$ cat config.mk
export PLATFORM = sky130hd
export DESIGN_NAME = vc_mem_port_arbiter
export DESIGN_NICKNAME = d
export VERILOG_FILES = /design/src/rtl/vc_mem_port_arbiter_pkg.sv /design/src/rtl/vc_mem_port_arb_id_queue.sv /design/src/rtl/vc_mem_port_arbiter.sv
export SDC_FILE = /design/constraint.sdc
export NUM_CORES = 1
export LEC_CHECK = 0
export ABC_AREA = 0
export CAP_MARGIN = 20
export CORE_AREA = 10 10 151 153
export CTS_BUF_LIST = sky130_fd_sc_hd__clkbuf_4 sky130_fd_sc_hd__clkbuf_8 sky130_fd_sc_hd__clkbuf_16
export DETAILED_ROUTE_END_ITERATION = 10
export DIE_AREA = 0 0 161 163
export DONT_BUFFER_PORTS = 1
export PLACE_DENSITY = 0.4
export SLEW_MARGIN = 0
export SYNTH_ARGS = -nofsm -noshare
export SYNTH_HDL_FRONTEND = slang
export SYNTH_SLANG_ARGS = --single-unit
$ cat constraint.sdc
create_clock -name clk -period 2.96 [get_ports clk]
set_input_delay 0.444 -clock clk [delete_from_list [all_inputs] [get_ports clk]]
set_output_delay 0.444 -clock clk [all_outputs]
set_load 0.03 [all_outputs]
$ cat src/rtl/vc_mem_port_arbiter_pkg.sv
// Shared types and helpers for vc_mem_port_arbiter: message-size derivation and arbiter state.
package vc_mem_port_arbiter_pkg;

  localparam int c_min_ports = 2;
  localparam int c_max_ports = 8;

  typedef enum logic {
    ARB_OPEN   = 1'b0,
    ARB_LOCKED = 1'b1
  } arb_state_e;

  // Sizes follow the shared memory message layout.
  function automatic int vc_mem_req_msg_sz(input int addr_sz, input int data_sz);
    return 1 + addr_sz + $clog2(data_sz / 8) + data_sz;
  endfunction

  function automatic int vc_mem_resp_msg_sz(input int data_sz);
    return 1 + $clog2(data_sz / 8) + data_sz;
  endfunction

  function automatic int wrap_idx(input int base, input int off, input int n);
    int s;
    s = base + off;
    return (s >= n) ? s - n : s;
  endfunction

endpackage

$ cat src/rtl/vc_mem_port_arb_id_queue.sv
// In-order FIFO of granted port IDs, used to steer memory responses back to their requester.
module vc_mem_port_arb_id_queue #(
  parameter int p_id_sz = 2,
  parameter int p_depth = 4
) (
  input  logic               clk,
  input  logic               reset,
  input  logic               push_val,
  input  logic [p_id_sz-1:0] push_id,
  input  logic               pop,
  output logic [p_id_sz-1:0] head_id,
  output logic               full,
  output logic               empty
);

  localparam int c_ptr_sz = (p_depth > 1) ? $clog2(p_depth) : 1;
  localparam int c_cnt_sz = c_ptr_sz + 1;

  logic [p_id_sz-1:0]  entries_q [p_depth];
  logic [c_ptr_sz-1:0] wr_ptr_q, wr_ptr_d;
  logic [c_ptr_sz-1:0] rd_ptr_q, rd_ptr_d;
  logic [c_cnt_sz-1:0] cnt_q, cnt_d;
  logic                do_push, do_pop;

  function automatic logic [c_ptr_sz-1:0] inc_ptr(input logic [c_ptr_sz-1:0] p);
    return (p == c_ptr_sz'(p_depth - 1)) ? '0 : p + 1'b1;
  endfunction

  assign full    = (cnt_q == c_cnt_sz'(p_depth));
  assign empty   = (cnt_q == '0);
  assign head_id = entries_q[rd_ptr_q];
  // A full queue refuses pushes even when a pop frees a slot in the same cycle.
  assign do_push = push_val && !full;
  assign do_pop  = pop && !empty;

  always_comb begin
    wr_ptr_d = wr_ptr_q;
    rd_ptr_d = rd_ptr_q;
    cnt_d    = cnt_q;
    if (do_push) wr_ptr_d = inc_ptr(wr_ptr_q);
    if (do_pop)  rd_ptr_d = inc_ptr(rd_ptr_q);
    case ({do_push, do_pop})
      2'b10:   cnt_d = cnt_q + 1'b1;
      2'b01:   cnt_d = cnt_q - 1'b1;
      default: cnt_d = cnt_q;
    endcase
  end

  always_ff @(posedge clk) begin
    if (reset) begin
      wr_ptr_q <= '0;
      rd_ptr_q <= '0;
      cnt_q    <= '0;
    end else begin
      wr_ptr_q <= wr_ptr_d;
      rd_ptr_q <= rd_ptr_d;
      cnt_q    <= cnt_d;
    end
  end

  always_ff @(posedge clk) begin
    if (do_push) entries_q[wr_ptr_q] <= push_id;
  end

endmodule

$ cat src/rtl/vc_mem_port_arbiter.sv
// Round-robin arbiter merging N requester ports onto one memory port, responses routed in order.
// Define VC_MEM_PORT_ARBITER_ASSERT_EN to enable simulation protocol checks.
module vc_mem_port_arbiter
  import vc_mem_port_arbiter_pkg::*;
#(
  parameter int  p_num_ports       = 4,
  parameter int  p_addr_sz         = 8,
  parameter int  p_data_sz         = 32,
  parameter int  p_max_outstanding = 4,
  localparam int c_req_msg_sz      = vc_mem_req_msg_sz(p_addr_sz, p_data_sz),
  localparam int c_resp_msg_sz     = vc_mem_resp_msg_sz(p_data_sz)
) (
  input  logic                                 clk,
  input  logic                                 reset,
  input  logic [p_num_ports-1:0]               reqs_val,
  output logic [p_num_ports-1:0]               reqs_rdy,
  input  logic [p_num_ports*c_req_msg_sz-1:0]  reqs_msg,
  output logic [p_num_ports-1:0]               resps_val,
  input  logic [p_num_ports-1:0]               resps_rdy,
  output logic [p_num_ports*c_resp_msg_sz-1:0] resps_msg,
  output logic                                 memreq_val,
  input  logic                                 memreq_rdy,
  output logic [c_req_msg_sz-1:0]              memreq_msg,
  input  logic                                 memresp_val,
  output logic                                 memresp_rdy,
  input  logic [c_resp_msg_sz-1:0]             memresp_msg
);

  localparam int c_id_sz = $clog2(p_num_ports);

  arb_state_e         state_q, state_d;
  logic [c_id_sz-1:0] ptr_q, ptr_d;
  logic [c_id_sz-1:0] grant_q, grant_d;
  logic [c_id_sz-1:0] arb_grant, grant, head_id;
  logic               locked, q_full, q_empty, req_go, resp_go;

  // Scan from the farthest offset down so the nearest valid port at/after ptr wins.
  always_comb begin
    arb_grant = ptr_q;
    for (int i = p_num_ports - 1; i >= 0; i--) begin
      if (reqs_val[c_id_sz'(wrap_idx(int'(ptr_q), i, p_num_ports))])
        arb_grant = c_id_sz'(wrap_idx(int'(ptr_q), i, p_num_ports));
    end
  end

  assign locked     = (state_q == ARB_LOCKED);
  assign grant      = locked ? grant_q : arb_grant;
  assign memreq_val = !reset && ((|reqs_val) || locked) && !q_full;
  assign req_go     = memreq_val && memreq_rdy;

  always_comb begin
    memreq_msg = '0;
    reqs_rdy   = '0;
    for (int i = 0; i < p_num_ports; i++) begin
      if (grant == c_id_sz'(i)) memreq_msg = reqs_msg[i*c_req_msg_sz +: c_req_msg_sz];
    end
    reqs_rdy[grant] = req_go;
  end

  always_comb begin
    state_d = state_q;
    grant_d = grant_q;
    ptr_d   = ptr_q;
    case (state_q)
      ARB_OPEN: begin
        if (memreq_val && !memreq_rdy) begin
          state_d = ARB_LOCKED;
          grant_d = arb_grant;
        end
      end
      ARB_LOCKED: begin
        if (req_go) state_d = ARB_OPEN;
      end
      default: state_d = ARB_OPEN;
    endcase
    if (req_go) ptr_d = (grant == c_id_sz'(p_num_ports - 1)) ? '0 : grant + 1'b1;
  end

  always_ff @(posedge clk) begin
    if (reset) begin
      state_q <= ARB_OPEN;
      grant_q <= '0;
      ptr_q   <= '0;
    end else begin
      state_q <= state_d;
      grant_q <= grant_d;
      ptr_q   <= ptr_d;
    end
  end

  vc_mem_port_arb_id_queue #(
    .p_id_sz (c_id_sz),
    .p_depth (p_max_outstanding)
  ) u_id_queue (
    .clk      (clk),
    .reset    (reset),
    .push_val (req_go),
    .push_id  (grant),
    .pop      (resp_go),
    .head_id  (head_id),
    .full     (q_full),
    .empty    (q_empty)
  );

  // Responses return in request order, so only the queue head may see them.
  always_comb begin
    resps_val          = '0;
    resps_val[head_id] = !reset && memresp_val && !q_empty;
  end

  assign memresp_rdy = !reset && resps_rdy[head_id] && !q_empty;
  assign resp_go     = memresp_val && memresp_rdy;
  assign resps_msg   = {p_num_ports{memresp_msg}};

`ifdef VC_MEM_PORT_ARBITER_ASSERT_EN
  always_ff @(posedge clk) begin
    if (!reset) begin
      if (p_num_ports < c_min_ports || p_num_ports > c_max_ports) begin
        $display("ERROR: vc_mem_port_arbiter p_num_ports=%0d out of range", p_num_ports);
        $finish;
      end
      if (memresp_val && q_empty) begin
        $display("ERROR: vc_mem_port_arbiter memory response with no outstanding request");
        $finish;
      end
      if (locked && !reqs_val[grant_q]) begin
        $display("ERROR: vc_mem_port_arbiter port %0d dropped val while locked", grant_q);
        $finish;
      end
    end
  end
`endif

endmodule
* Word-level counts from Yosys, hierarchy flattened
Memory sizes are Yosys's and may differ from the RTL's. A register that Yosys moved wholly into a read port is not among the register bits. Index checks and enable logic that the tools add are counted.
Word-level totals: bits in registers 12, RAM bits 8, bits of input ports 219, output and inout bits 193, word-level logic and storage cells 107, memories 1
Memories:
- u_id_queue.entries_q | words 4, width 2, read ports 1, clocked after memory_dff 1, write ports 1, line vc_mem_port_arb_id_queue.sv:19 | logic [p_id_sz-1:0] entries_q [p_depth];
Cells by class: add/sub/neg operators 12, order comparisons 12, equal/unequal tests 8, mux-type cells 42, bitwise gates (word level) 3, reduce and logical (&&, ||, !) cells 23
Operators with widths (number):
- $mux 43 | 4
- $mux 2 | 14
- $lt 2x4->1 const B | 4
- $mux 1 | 15
- $logic_and 1x1->1 | 13
- $bmux 1 s2 | 5
- $eq 2x2->1 const B | 5
- $ge 3x3->1 const B | 3
- $and 4x4->4 | 2
- $sub 2x1->2 const B | 4
- $add 2x1->2 const B | 3
- $add 2x2->3 const B | 2
- $lt 2x3->1 const B | 2
- $pmux 3 s2 | 1
- $demux 1 s2 | 2
- $eq 2x1->1 const B | 2
- $ge 2x1->1 const B | 2
- $logic_not 1->1 | 4
- $reduce_or 4->1 | 1
- $add 2x1->3 const B | 1
- $add 3x1->3 const B | 1
- $eq 3x3->1 const B | 1
- $ge 2x3->1 const B | 1
- $logic_not 3->1 | 1
- 7 further kinds | 7

* Logic depth before layout (Yosys ltp)
depth in word-level cells 16, mapped depth 11, mapped depth without buffers 10

* Modules after synthesis
A second synthesis with hierarchy kept.
Unflattened totals: cell total of the unflattened synthesis 469, area total of the unflattened synthesis 3598.5 um^2
Modules (own cells, without submodules):
- vc_mem_port_arbiter | times used 1, cells an instance 407, area each 2803.9 um^2, sequential area each 100.1 um^2
- vc_mem_port_arb_id_queue | times used 1, cells an instance 62, area each 794.5 um^2, sequential area each 420.4 um^2

* Worst setup path after synthesis
OpenSTA, ideal clock, no wires.
kind input -> output, from in reqs_val[3], to out memreq_msg[0], arrival 3.189 ns, data required time 2.516 ns, slack -0.673 ns, stages on the path 10, path buffers 2, cells stage by stage nand2b_1 > a21boi_0 > o41ai_1 > ha_1 > clkbuf_1 > clkbuf_1 > nand2_1 > a21oi_1 > a21oi_1 > o21ai_0
On the way: word-level cells in the longest chain between the ends 13, elaborated cells between the ends (all ways) 25, those cells by class eq/ne (3); mux (21); reduce/logical (1)
RTL lines:
- start, declared | line vc_mem_port_arbiter.sv:15 | input logic [p_num_ports-1:0] reqs_val,
- $bmux 1 s2 | line vc_mem_port_arbiter.sv:41 | if (reqs_val[c_id_sz'(wrap_idx(int'(ptr_q), i, p_num_ports))])
- $mux 1 (implied by the code) (2 in a row) | line vc_mem_port_arbiter.sv:41
- $mux 2 (3 in a row) | line vc_mem_port_arbiter.sv:41
- $mux 2 (*) | line vc_mem_port_arbiter.sv:41
- $mux 2 (*) | line vc_mem_port_arbiter.sv:47 | assign grant = locked ? grant_q : arb_grant;
- named net grant[0] | line vc_mem_port_arbiter.sv:34 | logic [c_id_sz-1:0] arb_grant, grant, head_id;
- $logic_not 2->1 | line vc_mem_port_arbiter.sv:55 | if (grant == c_id_sz'(i)) memreq_msg = reqs_msg[i*c_req_msg_sz +: c_req_msg_sz];
- $mux 43 (3 in a row) | line vc_mem_port_arbiter.sv:55
- $mux 43 (*) | line vc_mem_port_arbiter.sv:55
- end, declared | line vc_mem_port_arbiter.sv:23 | output logic [c_req_msg_sz-1:0] memreq_msg,
The timed path passes the listed nets; every way through them passes the cells marked *. The select of a mux whose other input is x is not followed.

* Worst setup path in the final report
from reg ptr_q[1], to out memreq_msg[31]
On the way: word-level cells in the longest chain between the ends 16, elaborated cells between the ends (all ways) 40, those cells by class add/sub (7); order compare (4); eq/ne (3); mux (25); reduce/logical (1)
RTL lines:
- start, declared | line vc_mem_port_arbiter.sv:32 | logic [c_id_sz-1:0] ptr_q, ptr_d;
- start signal, assigned | line vc_mem_port_arbiter.sv:87 | ptr_q <= ptr_d;
- $add 2x2->3 | line vc_mem_port_arbiter_pkg.sv:23 | s = base + off;
- $ge 3x3->1 or $sub 2x1->2 (tied branches) | line vc_mem_port_arbiter_pkg.sv:24 | return (s >= n) ? s - n : s;
- $mux 2 | line vc_mem_port_arbiter_pkg.sv:24
- $bmux 1 s2 | line vc_mem_port_arbiter.sv:41
- $mux 1 (implied by the code) (2 in a row) | line vc_mem_port_arbiter.sv:41
- $mux 2 (3 in a row) | line vc_mem_port_arbiter.sv:41
- $mux 2 (*) | line vc_mem_port_arbiter.sv:41
- $mux 2 (*) | line vc_mem_port_arbiter.sv:47
- named net grant[0] | line vc_mem_port_arbiter.sv:34
- $logic_not 2->1 | line vc_mem_port_arbiter.sv:55
- $mux 43 (3 in a row) | line vc_mem_port_arbiter.sv:55
- $mux 43 (*) | line vc_mem_port_arbiter.sv:55
Marks and branches as above.

==> results.md <==
* Status: finished, violations left
* Violated checks: negative setup slack
* Min-Delay Path Class: input port to register
* Pre-CTS WS at just under 0.003 ns
* Initial antenna violation count at 1
* Global Route Usage Sum at a little over an eighth
* Register area share after synthesis at 13.7%
* Final Util at between 20% and 30%
* RSZ-0062 raised after global routing: yes
* Worst Path Required at 2.52 ns
* Synth area leaders: buf_4 28%, a21oi_1 13%, nand2_1 9.2%
* Die X at 161 µm
* Post-DRT Antenna Nets at 0
* Max_cap viols at 0
* DIE HEIGHT at approximately 160 µm
* DRT iter0 DRCs at around 220
* CP cell instances: a21bo_2 -> a21oi_4 -> o41ai_4 -> buf_4 -> inv_2 -> buf_4 -> ha_4 -> buf_12 -> a21oi_1 -> a21oi_1 -> o21ai_2 -> buf_12
* Drt pass-1 iters at 5
* RePlAce Congestion at approximately 0.84
* Share of layout cells above drive strength 1 at approximately 38%
* Sink Count at 22
* Synthesis-to-layout area growth at 11.7%
* Main synth FF type: dfxtp_1
* WL/cell at around 27 µm
* Mapped Avg Cell Area at around 6.7 µm²
* Syn Inst Count at ~570
* FMAX at between 300 and 400 MHz
* CTS tree: built
* Slew Viols, Final at 0
* First-pass GRT wire length at between 20,000 and 30,000 µm
* Port-buffer cells at 0
* Skew final at around 0.0023 ns
* Die area at 26,200 µm²
* Leakage at approximately 1.5 nW
* Setup WS post-layout at -0.000259 ns
* Syn_nets at a little under 800
* Clock root buffer: clkbuf_16
* Worst-path clk slew at ~0.060 ns
* Worst Path Class, Setup: register to primary output
* Placed Instances at between 700 and 800
* Biggest area consumer among synthesized cells: buf_4
* Most common cell in the netlist: buf_4
* Row count at 52
* Skew-Pair Late Insertion Delay at between 0.2 and 0.3 ns
* Slowest stage delay, CP at ~0.38 ns
* Max VDD drop at between 0.2 and 0.3 mV
* Worst hold margin at between 0.2 and 0.3 ns
* I/O pin count at 412
* Filler cells at between 2,000 and 2,500
* Max clock buf depth at 2
* Hold Vio Cnt, Final at 0
* Crit. End Element: primary output
* Non-Filler Instances at around 740
* Ys async rst share at 0%
* Sequential cell area at between 500 and 600 µm²
* P per Cell Area at 560 nW/µm²
* Initial Utilization at a little under a fifth
* Slew headroom at 51.6%
* Commonest cells post-synth: 140 x buf_4, 96 x a21oi_1, 93 x nand2_1, 48 x o21ai_0, 43 x nand3b_1
* Number of global-route vias before repair at 3,561
* Detailed Place HPWL at 17,300 µm
* WL final at around 20,000 µm
* NumNets Final at roughly 700
* Top-area cell type share of the netlist area at between 20% and 30%
* Cell Area, Synth at between 3000 and 4000 µm²
* Via/cell ratio at between 4 and 5
* Final Cycle Share at 100%
* Post-synthesis register bit count at 22
* DR DRC count at 0
* Grt total ovfl at 0
* H-tree levels at 1
* Worst Path Arrival at around 2.5 ns
* Final setup viols at 1
* Multi-input gate area at between 2000 and 2500 µm²
* Nature of the critical path startpoint: register
* Worst Tran Pin Value at approximately 0.7 ns
* CTS Buf Count at 3
* Setup TNS Final at -0.000259 ns
* Number of synthesized flops with an enable pin at 8
* Core Footprint at between 15,000 and 20,000 µm²
* Largest net degree at the start of global routing at 52
* Final worst path period need at about 3.0 ns
* Via count at approximately 3,400
* Synth warn at 0
* CP Max Fanout at 47
* CP max-delay cell: dfxtp_4
* Post-synthesis cell type count at 43
==> layout by cell type (no fill, tap or decap), drive strengths merged, types with 3 or more instances in the layout <==
| cell | instances |
|---|---|
| o21ai | 48 |
| nand2 | 93 |
| inv | 14 |
| clkbuf | 4 |
| ha | 10 |
| edfxtp | 8 |
| and2 | 9 |
| a21oi | 96 |
| nand2b | 4 |
| dfxtp | 14 |
| nor3b | 3 |
| nor2 | 10 |
| buf | 73 |
| mux2 | 5 |
| nand3b | 43 |
==> worst paths after layout <==
kind              startpoint                  end  slack, ns  depth (start not counted)
hold reg to reg   grant_q[1]           grant_q[1]       0.47                          2
setup reg to reg    register  u_id_queue.cnt_q[2]       0.24                         10
hold / removal         reset             ptr_q[1]       0.25                          1
setup / recovery    ptr_q[1]       memreq_msg[31]    -0.0003                         12
==> worst max-delay path, delay by kind of cell, from the launching register on <==
family                   cells  cell delay [ns]
AO/OA/AOI/OAI                6             0.97
buffers and inverters        5             0.70
flip-flops                   1             0.38
adder cells (fa/ha/maj)      1             0.17
==> routing by layer <==
| layer | up-vias | routed length (µm) | track usage (%) |
|---|---|---|---|
| met3 | 6 | 3350 | 10.9 |
| met5 | - | 0 | 1.51 |
| met1 | 1562 | 6530 | 13.1 |
| met2 | 300 | 9720 | 22.6 |
| met4 | 0 | 116 | 0.703 |
| li1 | 1579 | - | - |
==> area by class of cell <==
class	instances	area share, %
diodes	1	0.0589
well taps	270	7.95
inverters	14	1.24
clock buffers	3	1.77
flip-flops and latches	22	12.4
clock inverters	1	0.707
repair buffers	74	19.1
multi-input cells	352	56.8
==> cells by family after synthesis <==
logic type      synth area share, %
compound gates                 22.6
xor+xnor                      0.461
fa+ha+maj                      3.82
buf+inv                        32.7
flops                          13.7
mux                            2.76
simple gates                   24.0
==> metrics by stage <==
step | area [µm²] | power, mW
after floorplan | 3970 | 1.63
after global placement | 3750 | 1.80
after detailed placement | 3750 | 1.81
after CTS | 3950 | 2.24
after global routing | 4250 | 2.51
final | 4250 | 2.38
==> power by group <==
| part | total, mW | internal (mW) | switching [mW] | leakage (nW) |
|---|---|---|---|---|
| registers | 0.347 | 0.332 | 0.0155 | 0.189 |
| logic | 1.66 | 0.703 | 0.953 | 1.23 |
| clock network | 0.376 | 0.268 | 0.108 | 0.0511 |
| total | 2.38 | 1.30 | 1.08 | 1.47 |
==> timing repair <==
item,4_1_cts,5_1_grt
hold buffers,0,0
pin swaps,5,20
setup buffers,1,7
gates resized for setup,23,58
gates cloned,0,1
endpoints found under the setup margin,44,42
Power figures use the tool's default switching activity.
